$ cat src/rtl/slurm32_mem_arbiter_pkg.sv
`default_nettype none
// ============================================================================
// Module      : slurm32_cpu_defs (package)
// Description : Shared definitions for the SLURM32 memory arbiter: layout of
//               the outstanding-read tag and the grant encodings.
// Revision    : 1.0 - initial release
// ============================================================================
package slurm32_cpu_defs;

    // Tag carried per outstanding read: {kill, is_data}
    localparam int TAG_W       = 2;
    localparam int TAG_IS_DATA = 0;
    localparam int TAG_KILL    = 1;

    // Winner of the memory port in the current cycle
    typedef enum logic [1:0] {
        GNT_NONE  = 2'd0,
        GNT_INSTR = 2'd1,
        GNT_DATA  = 2'd2
    } gnt_t;

endpackage : slurm32_cpu_defs
`default_nettype wire

$ cat src/rtl/slurm32_tag_fifo.sv
`default_nettype none
// ============================================================================
// Module      : slurm32_tag_fifo
// Description : Small in-order FIFO of outstanding-read tags. A kill_all pulse
//               marks every queued fetch entry (and a fetch pushed in the same
//               cycle) as killed; data entries are left untouched.
// Revision    : 1.0 - initial release
// ============================================================================
module slurm32_tag_fifo #(
    parameter int DEPTH    = 2,
    parameter int WIDTH    = 2,
    parameter int KILL_BIT = 1,
    parameter int DATA_BIT = 0
) (
    input  logic             CLK,
    input  logic             RSTb,
    input  logic             i_push,
    input  logic [WIDTH-1:0] i_push_data,
    input  logic             i_pop,
    input  logic             i_kill_all,
    output logic [WIDTH-1:0] o_head,
    output logic             o_full,
    output logic             o_empty
);

    localparam int                 c_PTR_W = (DEPTH > 1) ? $clog2(DEPTH) : 1;
    localparam int                 c_CNT_W = $clog2(DEPTH + 1);
    localparam logic [c_PTR_W-1:0] c_LAST  = c_PTR_W'(DEPTH - 1);
    localparam logic [c_CNT_W-1:0] c_DEPTH = c_CNT_W'(DEPTH);

    logic [WIDTH-1:0]   r_mem [DEPTH];
    logic [c_PTR_W-1:0] r_wr_ptr;
    logic [c_PTR_W-1:0] r_rd_ptr;
    logic [c_CNT_W-1:0] r_count;

    logic               w_push_ok;
    logic               w_pop_ok;
    logic [WIDTH-1:0]   w_push_entry;

    assign o_full    = (r_count == c_DEPTH);
    assign o_empty   = (r_count == '0);
    assign o_head    = r_mem[r_rd_ptr];
    assign w_push_ok = i_push && !o_full;
    assign w_pop_ok  = i_pop && !o_empty;

    // A fetch entering during a flush is born already killed
    always_comb begin
        w_push_entry = i_push_data;
        if (i_kill_all && !i_push_data[DATA_BIT]) begin
            w_push_entry[KILL_BIT] = 1'b1;
        end
    end

    // Tag storage: kill marking of queued fetches, then the new entry
    always_ff @(posedge CLK or negedge RSTb) begin
        if (!RSTb) begin
            for (int i = 0; i < DEPTH; i++) begin
                r_mem[i] <= '0;
            end
        end else begin
            for (int i = 0; i < DEPTH; i++) begin
                if (i_kill_all && !r_mem[i][DATA_BIT]) begin
                    r_mem[i][KILL_BIT] <= 1'b1;
                end
            end
            if (w_push_ok) begin
                r_mem[r_wr_ptr] <= w_push_entry;
            end
        end
    end

    // Pointers wrap at DEPTH; occupancy is unchanged on simultaneous push/pop
    always_ff @(posedge CLK or negedge RSTb) begin
        if (!RSTb) begin
            r_wr_ptr <= '0;
            r_rd_ptr <= '0;
            r_count  <= '0;
        end else begin
            if (w_push_ok) begin
                r_wr_ptr <= (r_wr_ptr == c_LAST) ? '0 : r_wr_ptr + 1'b1;
            end
            if (w_pop_ok) begin
                r_rd_ptr <= (r_rd_ptr == c_LAST) ? '0 : r_rd_ptr + 1'b1;
            end
            if (w_push_ok && !w_pop_ok) begin
                r_count <= r_count + 1'b1;
            end else if (!w_push_ok && w_pop_ok) begin
                r_count <= r_count - 1'b1;
            end
        end
    end

endmodule : slurm32_tag_fifo
`default_nettype wire

$ cat src/rtl/slurm32_mem_arbiter.sv
`default_nettype none
// ============================================================================
// Module      : slurm32_mem_arbiter
// Description : Shares the SLURM32 memory port between instruction fetch and
//               stage-3 data accesses. Data wins unless a fetch has starved
//               for STARVE_LIMIT data grants. Outstanding reads are tracked in
//               order so responses are routed back, and flushed fetches are
//               silently dropped.
// Revision    : 1.0 - initial release
// ============================================================================
module slurm32_mem_arbiter
    import slurm32_cpu_defs::*;
#(
    parameter int BITS            = 32,
    parameter int ADDRESS_BITS    = 32,
    parameter int MAX_OUTSTANDING = 2,
    parameter int STARVE_LIMIT    = 4
) (
    input  logic                    CLK,
    input  logic                    RSTb,

    input  logic                    instruction_request,
    input  logic [ADDRESS_BITS-1:0] instruction_address,
    output logic                    instruction_valid,
    output logic [BITS-1:0]         instruction_in,
    input  logic                    flush,

    input  logic                    data_request,
    input  logic                    data_wr,
    input  logic [ADDRESS_BITS-1:0] data_address,
    input  logic [BITS-1:0]         data_wdata,
    input  logic [BITS/8-1:0]       data_be,
    output logic                    memory_request_successful,
    output logic                    data_rvalid,
    output logic [BITS-1:0]         data_rdata,

    output logic                    mem_valid,
    input  logic                    mem_ready,
    output logic                    mem_wr,
    output logic [ADDRESS_BITS-1:0] mem_addr,
    output logic [BITS-1:0]         mem_wdata,
    output logic [BITS/8-1:0]       mem_be,
    input  logic                    mem_rvalid,
    input  logic [BITS-1:0]         mem_rdata,

    output logic                    protocol_error
);

    localparam int                   c_STARVE_W   = $clog2(STARVE_LIMIT + 1);
    localparam logic [c_STARVE_W-1:0] c_STARVE_MAX = c_STARVE_W'(STARVE_LIMIT);

    gnt_t                   w_gnt;
    logic                   w_accept;
    logic                   w_push;
    logic                   w_pop;
    logic [TAG_W-1:0]       w_push_tag;
    logic [TAG_W-1:0]       w_head;
    logic                   w_full;
    logic                   w_empty;

    logic [c_STARVE_W-1:0]  r_starve;
    logic                   r_mrs;
    logic                   r_perr;

    // Winner selection: starving fetch first, then data, then fetch
    always_comb begin
        w_gnt = GNT_NONE;
        if (!w_full) begin
            if (instruction_request && (r_starve == c_STARVE_MAX)) begin
                w_gnt = GNT_INSTR;
            end else if (data_request) begin
                w_gnt = GNT_DATA;
            end else if (instruction_request) begin
                w_gnt = GNT_INSTR;
            end
        end
    end

    // Memory request fields follow the winner; fetches are full-word reads
    always_comb begin
        mem_wr    = 1'b0;
        mem_addr  = '0;
        mem_wdata = '0;
        mem_be    = '0;
        case (w_gnt)
            GNT_INSTR: begin
                mem_addr = instruction_address;
                mem_be   = '1;
            end
            GNT_DATA: begin
                mem_wr    = data_wr;
                mem_addr  = data_address;
                mem_wdata = data_wdata;
                mem_be    = data_be;
            end
            default: ;
        endcase
    end

    // Valid outputs are forced low while reset is held, as reset is asynchronous
    assign mem_valid = RSTb && (w_gnt != GNT_NONE);
    assign w_accept  = mem_valid && mem_ready;

    // Stores complete without a response, so only reads occupy a tag slot
    assign w_push = w_accept && !((w_gnt == GNT_DATA) && data_wr);
    always_comb begin
        w_push_tag              = '0;
        w_push_tag[TAG_IS_DATA] = (w_gnt == GNT_DATA);
    end

    assign w_pop = mem_rvalid && !w_empty;

    slurm32_tag_fifo #(
        .DEPTH    (MAX_OUTSTANDING),
        .WIDTH    (TAG_W),
        .KILL_BIT (TAG_KILL),
        .DATA_BIT (TAG_IS_DATA)
    ) u_tag_fifo (
        .CLK         (CLK),
        .RSTb        (RSTb),
        .i_push      (w_push),
        .i_push_data (w_push_tag),
        .i_pop       (w_pop),
        .i_kill_all  (flush),
        .o_head      (w_head),
        .o_full      (w_full),
        .o_empty     (w_empty)
    );

    // Response routing: a fetch popped during a flush is suppressed as well
    assign data_rvalid       = RSTb && w_pop && w_head[TAG_IS_DATA];
    assign instruction_valid = RSTb && w_pop && !w_head[TAG_IS_DATA]
                               && !w_head[TAG_KILL] && !flush;
    assign data_rdata        = mem_rdata;
    assign instruction_in    = mem_rdata;

    // Starvation counter: counts data wins while a fetch keeps waiting
    always_ff @(posedge CLK or negedge RSTb) begin
        if (!RSTb) begin
            r_starve <= '0;
        end else if (!instruction_request) begin
            r_starve <= '0;
        end else if (w_accept && (w_gnt == GNT_INSTR)) begin
            r_starve <= '0;
        end else if (w_accept && (w_gnt == GNT_DATA) && (r_starve != c_STARVE_MAX)) begin
            r_starve <= r_starve + 1'b1;
        end
    end

    // Data acceptance is reported one cycle late; sticky error on orphan response
    always_ff @(posedge CLK or negedge RSTb) begin
        if (!RSTb) begin
            r_mrs  <= 1'b0;
            r_perr <= 1'b0;
        end else begin
            r_mrs <= w_accept && (w_gnt == GNT_DATA);
            if (mem_rvalid && w_empty) begin
                r_perr <= 1'b1;
            end
        end
    end

    assign memory_request_successful = r_mrs;
    assign protocol_error            = r_perr;

endmodule : slurm32_mem_arbiter
`default_nettype wire

$ cat config.mk
export PLATFORM = sky130hd
export DESIGN_NAME = slurm32_mem_arbiter
export DESIGN_NICKNAME = d
export VERILOG_FILES = /design/src/rtl/slurm32_mem_arbiter_pkg.sv /design/src/rtl/slurm32_tag_fifo.sv /design/src/rtl/slurm32_mem_arbiter.sv
export SDC_FILE = /design/constraint.sdc
export NUM_CORES = 1
export LEC_CHECK = 0
export ABC_AREA = 1
export CAP_MARGIN = 20
export CORE_AREA = 2 2 107 109
export CTS_CLUSTER_SIZE = 10
export DETAILED_ROUTE_END_ITERATION = 10
export DIE_AREA = 0 0 109 111
export GPL_TIMING_DRIVEN = 0
export PLACE_DENSITY = 0.65
export SKIP_CTS_REPAIR_TIMING = 1
export SLEW_MARGIN = 5
export SYNTH_ARGS = -nofsm -noshare
export SYNTH_HDL_FRONTEND = slang
export SYNTH_HIERARCHICAL = 1
export SYNTH_SLANG_ARGS = --single-unit
$ cat constraint.sdc
create_clock -name CLK -period 4.9 [get_ports CLK]
set_input_delay 0.98 -clock CLK [delete_from_list [all_inputs] [get_ports CLK]]
set_output_delay 0.98 -clock CLK [all_outputs]
set_load 0.1 [all_outputs]
# After elaboration in Yosys (flattened, before gate mapping)
# Index checks and enable logic that the tools add are counted.
[totals]
register_bits = 13
latch_bits = 0
ramBits = 0
romBits = 0
in_bits = 140
out_inout_bits = 138
wordCells = 88
mem_count = 0
[classes]
add_sub_neg = 5
mul = 0
div = 0
n_lt_le_gt_ge = 3
n_eq_ne = 6
shift = 0
n_mux = 25
bitwise = 2
n_reduce_logical = 37
[ops]
columns = ["operator", "n"]
rows = [
  ["one-hot mux 32 bit (2 select lines)", 1],
  ["2-to-1 mux 32 bit", 1],
  ["logical AND 1 bit", 23],
  ["2-to-1 mux 2 bit", 9],
  ["zero test 1 bit", 11],
  ["2-to-1 mux 3 bit", 3],
  ["one-hot mux 4 bit (2 select lines)", 1],
  ["2-to-1 mux 1 bit", 7],
  ["bitwise mux 4 bit", 1],
  ["equality test 2 bit, second input constant", 2],
  ["greater-or-equal comparator 2 bit, second input constant", 2],
  ["2-to-1 mux 4 bit", 1],
  ["inverter 1 -> 2 bit", 2],
  ["nonzero test 2 bit", 2],
  ["adder 3 x 1 -> 3 bit, second input constant", 1],
  ["equality test 3 bit, second input constant", 1],
  ["inequality test 3 x 1 -> 1 bit, second input constant", 1],
  ["inequality test 3 bit, second input constant", 1],
  ["adder 1 bit, second input constant", 2],
  ["adder 2 x 1 -> 2 bit, second input constant", 1],
  ["demux 2 bit (select 1 bit)", 1],
  ["equality test 2 x 1 -> 1 bit, second input constant", 1],
  ["zero test 2 bit", 1],
  ["< comparator 2 x 1 -> 1 bit, second input constant", 1],
  ["subtractor 2 x 1 -> 2 bit, second input constant", 1],
]

# Logic depth before layout (Yosys ltp)
[logic_depth]
depth_word = 13
mapped_depth = 21
mapped_depth_nobuf = 19

# Hierarchy
# The synthesis kept the hierarchy.
[modules_own_cells]
columns = ["mod", "n_inst", "cells_per_inst", "area_per_inst_um2", "seq_area_each_um2"]
rows = [
  ["slurm32_mem_arbiter", 1, 302, 1664.1, 125.1],
  ["slurm32_tag_fifo", 1, 60, 447.9, 200.2],
]

# Worst setup path before layout
# OpenSTA, ideal clock, no wires.
[synth_path]
kind = "in2out"
startpoint = "input mem_rvalid"
endpoint = "output instruction_valid"
t_arrival_ns = 4.037
t_required_ns = 3.920
slack_ns = -0.117
cell_stages = 4
n_path_buf = 0
cell_sequence = "inv_1 > nor2_1 > nand2_1 > nor4_1"
[synth_between]
elab_chain_len = 5
[synth_lines]
columns = ["item", "line", "source"]
rows = [
  ["start, declared", "slurm32_mem_arbiter.sv:43", "input logic mem_rvalid,"],
  ["logical AND 1 bit", "slurm32_mem_arbiter.sv:111", "assign w_pop = mem_rvalid && !w_empty;"],
  ["named net w_pop", "slurm32_mem_arbiter.sv:55", "logic w_pop;"],
  ["logical AND 1 bit (2 in a row)", "slurm32_mem_arbiter.sv:132", "assign instruction_valid = RSTb && w_pop && !w_head[TAG_IS_DATA]"],
  ["logical AND 1 bit (2 in a row)", "slurm32_mem_arbiter.sv:133", "&& !w_head[TAG_KILL] && !flush;"],
  ["end, declared", "slurm32_mem_arbiter.sv:24", "output logic instruction_valid,"],
]
# The timed path passes the listed nets, and every way through them passes these cells.

# Final worst setup path
[layout_path]
startpoint = "input instruction_request"
endpoint = "output mem_wdata[27]"
[layout_between]
elab_chain_len = 6
word_cells_on_any_way = 7
classes_between = "1 x eq/ne; 5 x mux; 1 x reduce/logical"
[layout_lines]
columns = ["item", "line", "source"]
rows = [
  ["start, declared", "slurm32_mem_arbiter.sv:22", "input logic instruction_request,"],
  ["2-to-1 mux 1 bit", "slurm32_mem_arbiter.sv:73", "end else if (instruction_request) begin"],
  ["2-to-1 mux 2 bit", "slurm32_mem_arbiter.sv:71", "end else if (data_request) begin"],
  ["2-to-1 mux 2 bit (*)", "slurm32_mem_arbiter.sv:69", "if (instruction_request && (r_starve == c_STARVE_MAX)) begin"],
  ["2-to-1 mux 2 bit (*)", "slurm32_mem_arbiter.sv:68", "if (!w_full) begin"],
  ["equality test 2 bit (*)", "-", ""],
  ["named net w_push_tag[0]", "slurm32_mem_arbiter.sv:56", "logic [TAG_W-1:0] w_push_tag;"],
  ["2-to-1 mux 32 bit (*)", "slurm32_mem_arbiter.sv:85", "case (w_gnt)"],
  ["end, declared", "slurm32_mem_arbiter.sv:41", "output logic [BITS-1:0] mem_wdata,"],
]
# The timed path passes the listed nets; every way through them passes the cells marked *.

==> results_dict.tcl <==
set metrics [dict create \
    p_sw_w 0.00136 \
    dieHeight_um 111 \
    pre_cts_ws_ns 0.0868 \
    fill_cells 1131 \
    worst_skew_pair.late_latency_ns 0.24 \
    drc 0 \
    clkSinkCount 13 \
    end_kind "primary output" \
    crit_start "instruction_request" \
    crit_fanout 10 \
    critical_path_class "primary input to primary output" \
    die_area_um2 12100 \
    clk_pin_slew_ns 0.05 \
    seq_area_frac_synth_pct 15.4 \
    hold_class "register to register" \
    slew_headroom_pct 27.3 \
    first_pass_iters 6 \
    antenna_found_initial 0 \
    num-nets-final 758 \
    synthCells 362 \
    root_buffer "clkbuf_16" \
    rrSetupSlack_ns 1.91 \
    vdd_ir_drop_max_mv 0.236 \
    path_depth 11 \
    antenna_cells 0 \
    synth_cell_types 27 \
    finClkSkew_ns 0.00245 \
    setup_tns_ns 0 \
    maxCapViolations 0 \
    r2r_start "r_starve[0]$_DFFE_PN0P_" \
    cpMaxStageDelayCell "clkdlybuf4s50_1" \
    wl_um 10100 \
    critPathArrivalTime_ns 3.75 \
    cts-buffers-inserted 3 \
    num_vias 2932 \
    clockPowerShare_pct 7.6 \
    overflow 0 \
    syn_area_um2 2110 \
    drive_gt1_share_pct 15.7 \
    die_w_um 109 \
    critPathTopFamily "buffers and inverters" \
    clockBufferDepth 2 \
    worst-path-buf-inv 7 \
    cp.required_ns 3.92 \
    p_int_w 0.000681 \
    final_common_cell "clkdlybuf4s50_1" \
    areaGrowthSynthToFinish_pct 130 \
    io-pin-count 278 \
    period_minus_slack_ns 4.73 \
    drv_slew 0 \
    cts_tree "built" \
    reg2reg_to "u_tag_fifo/r_count[1]$_DFFE_PN0P_" \
    setup_ws_ns 0.168 \
    crit_end "mem_wdata[27]" \
    worstMarginPinSlew_ns 1.09 \
    grt_pass1_wl_um 14600 \
    rsz0062_at_grt "false" \
    io_buffers 245 \
    finalPower_w 0.00204 \
    synth_warnings 6 \
    hpwlAfterDp_um 8670 \
    htree_levels 1 \
    p_per_area_nw_per_um2 419 \
    ys_seq_elements 13 \
    leakagePower_nw 2.55 \
    rows 39 \
    globalplace.congestion 0.802 \
    slowest_delay_ns 1.15 \
    syn_avg_cell_area_um2 5.83 \
    critical_path.cell_chain "clkdlybuf4s50_1 -> nand2_1 -> nand3_1 -> inv_1 -> ha_1 -> buf_4 -> buf_6 -> buf_4 -> nand2_1 -> inv_1 -> clkdlybuf4s50_1" \
    grt_usage_pct 15.1 \
    grt_max_degree 18 \
    initial_core_util_pct 19.1 \
    drt_iter0_drc 76 \
    layout_common_cells "clkdlybuf4s50_1 (230), nand2_1 (131), buf_4 (71)" \
    combPwrFrac_pct 84.0 \
    hold_viol_final 0 \
    avgRoutedWirePerCell_um 13.4 \
    clock.fmax_mhz 211 \
    r2r_cells 20 \
    grt_pass1_vias 2755 \
    synth_nets 508 \
    status "finished, final reports clean" \
    start_kind "primary input" \
    vias_per_cell 3.89 \
    sw_frac_of_total_pct 66.6 \
    power_frac_seq_pct 8.4 \
    period_share_pct 96.6 \
    core_area_um2 11100 \
    postRouteAntennaNets 0 \
    final-setup-viol-count 0 \
]
routing by layer:
layer	wire, um	part of all wire (%)	global-route usage (%)	vias to the layer above
met5	0	0	0	-
met4	93	0.92	2.05	0
met3	935	9.2	4.23	8
met2	5110	50	27.8	115
met1	3980	39	17.5	1287
li1	-	-	-	1522
worst min-delay path by stage:
stage	from	endpoint	slack, ns	cells after the start
2_1_floorplan	register	register	0.46	2
6_report	protocol_error$_DFFE_PN0P_	protocol_error$_DFFE_PN0P_	0.46	1
3_5_place_dp	protocol_error$_DFFE_PN0P_	protocol_error$_DFFE_PN0P_	0.45	1
3_3_place_gp	protocol_error$_DFFE_PN0P_	protocol_error$_DFFE_PN0P_	0.45	1
5_1_grt	protocol_error$_DFFE_PN0P_	protocol_error$_DFFE_PN0P_	0.47	1
4_1_cts	protocol_error$_DFFE_PN0P_	protocol_error$_DFFE_PN0P_	0.46	1
power by group through the flow:
stage	clock network, W	registers [W]	logic, W
finish	0.000155	0.000172	0.00171
global route	0.000161	0.000177	0.00179
CTS	0.000156	0.000172	0.00172
detailed placement	0	0.000174	0.00172
global placement	0	0.000172	0.00171
floorplan	0	0.000170	0.00129
Yosys cell counts, drive strengths merged:
library cell | number | area share [%]
a21o | 1 | 0.36
a21oi | 37 | 8.9
buf | 80 | 28
conb | 1 | 0.18
dfrtp | 13 | 15
ha | 6 | 3.6
inv | 58 | 10
nand2 | 132 | 24
nand3 | 13 | 3.3
nand3b | 1 | 0.36
nand4 | 6 | 2.4
nor2 | 6 | 1.5
nor4 | 1 | 0.30
o21ai | 4 | 0.95
o21bai | 1 | 0.36
xnor2 | 1 | 0.41
xor2 | 1 | 0.41
cell families after synthesis:
kind of cell               count (synthesis)  share of synthesized area (%)
AOI/OAI and AO/OA                         43                           10.6
buffers and inverters                    138                           38.0
and+or+nand+nor                          159                           31.5
other                                      1                          0.178
xor gates and xnor gates                   2                          0.830
DFF                                       13                           15.4
adders and majority gates                  6                           3.55
final cells by class:
| cell class | count | area (um^2) | share of cell area [%] |
|---|---|---|---|
| repair buffers | 245 | 2490 | 51.2 |
| flip-flops and latches | 13 | 325 | 6.69 |
| well taps | 143 | 179 | 3.68 |
| multi-input cells | 211 | 991 | 20.4 |
| clock buffers | 4 | 78.8 | 1.62 |
| plain buffers | 80 | 584 | 12.0 |
| inverters | 58 | 218 | 4.47 |
worst register-to-register path, stage by stage, from the launching register on:
cell and delay [ns]:
dfrtp_1 0.40, inv_1 0.10, ha_1 0.16, nand2_1 0.12, inv_1 0.11, nand2_1 0.06, nand3_1 0.11, inv_1 0.06
ha_1 0.22, buf_4 0.19, buf_6 0.16, nand2_1 0.06, inv_1 0.04, nor2_1 0.31, inv_2 0.08, a21oi_2 0.17
ha_1 0.28, inv_1 0.08, nand3_1 0.08, nand2_1 0.06, nand2_1 0.05
through the flow:
step	std cells	util (%)	cell area [um^2]	hold WS, ns
2_1_floorplan	362	-	2120	0.458
3_3_place_gp	750	42.9	4750	0.447
3_5_place_dp	750	42.9	4750	0.447
4_1_cts	754	43.6	4830	0.457
5_1_grt	754	43.9	4870	0.473
6_report	754	43.9	4870	0.460
(Power assumes the default switching activity.)
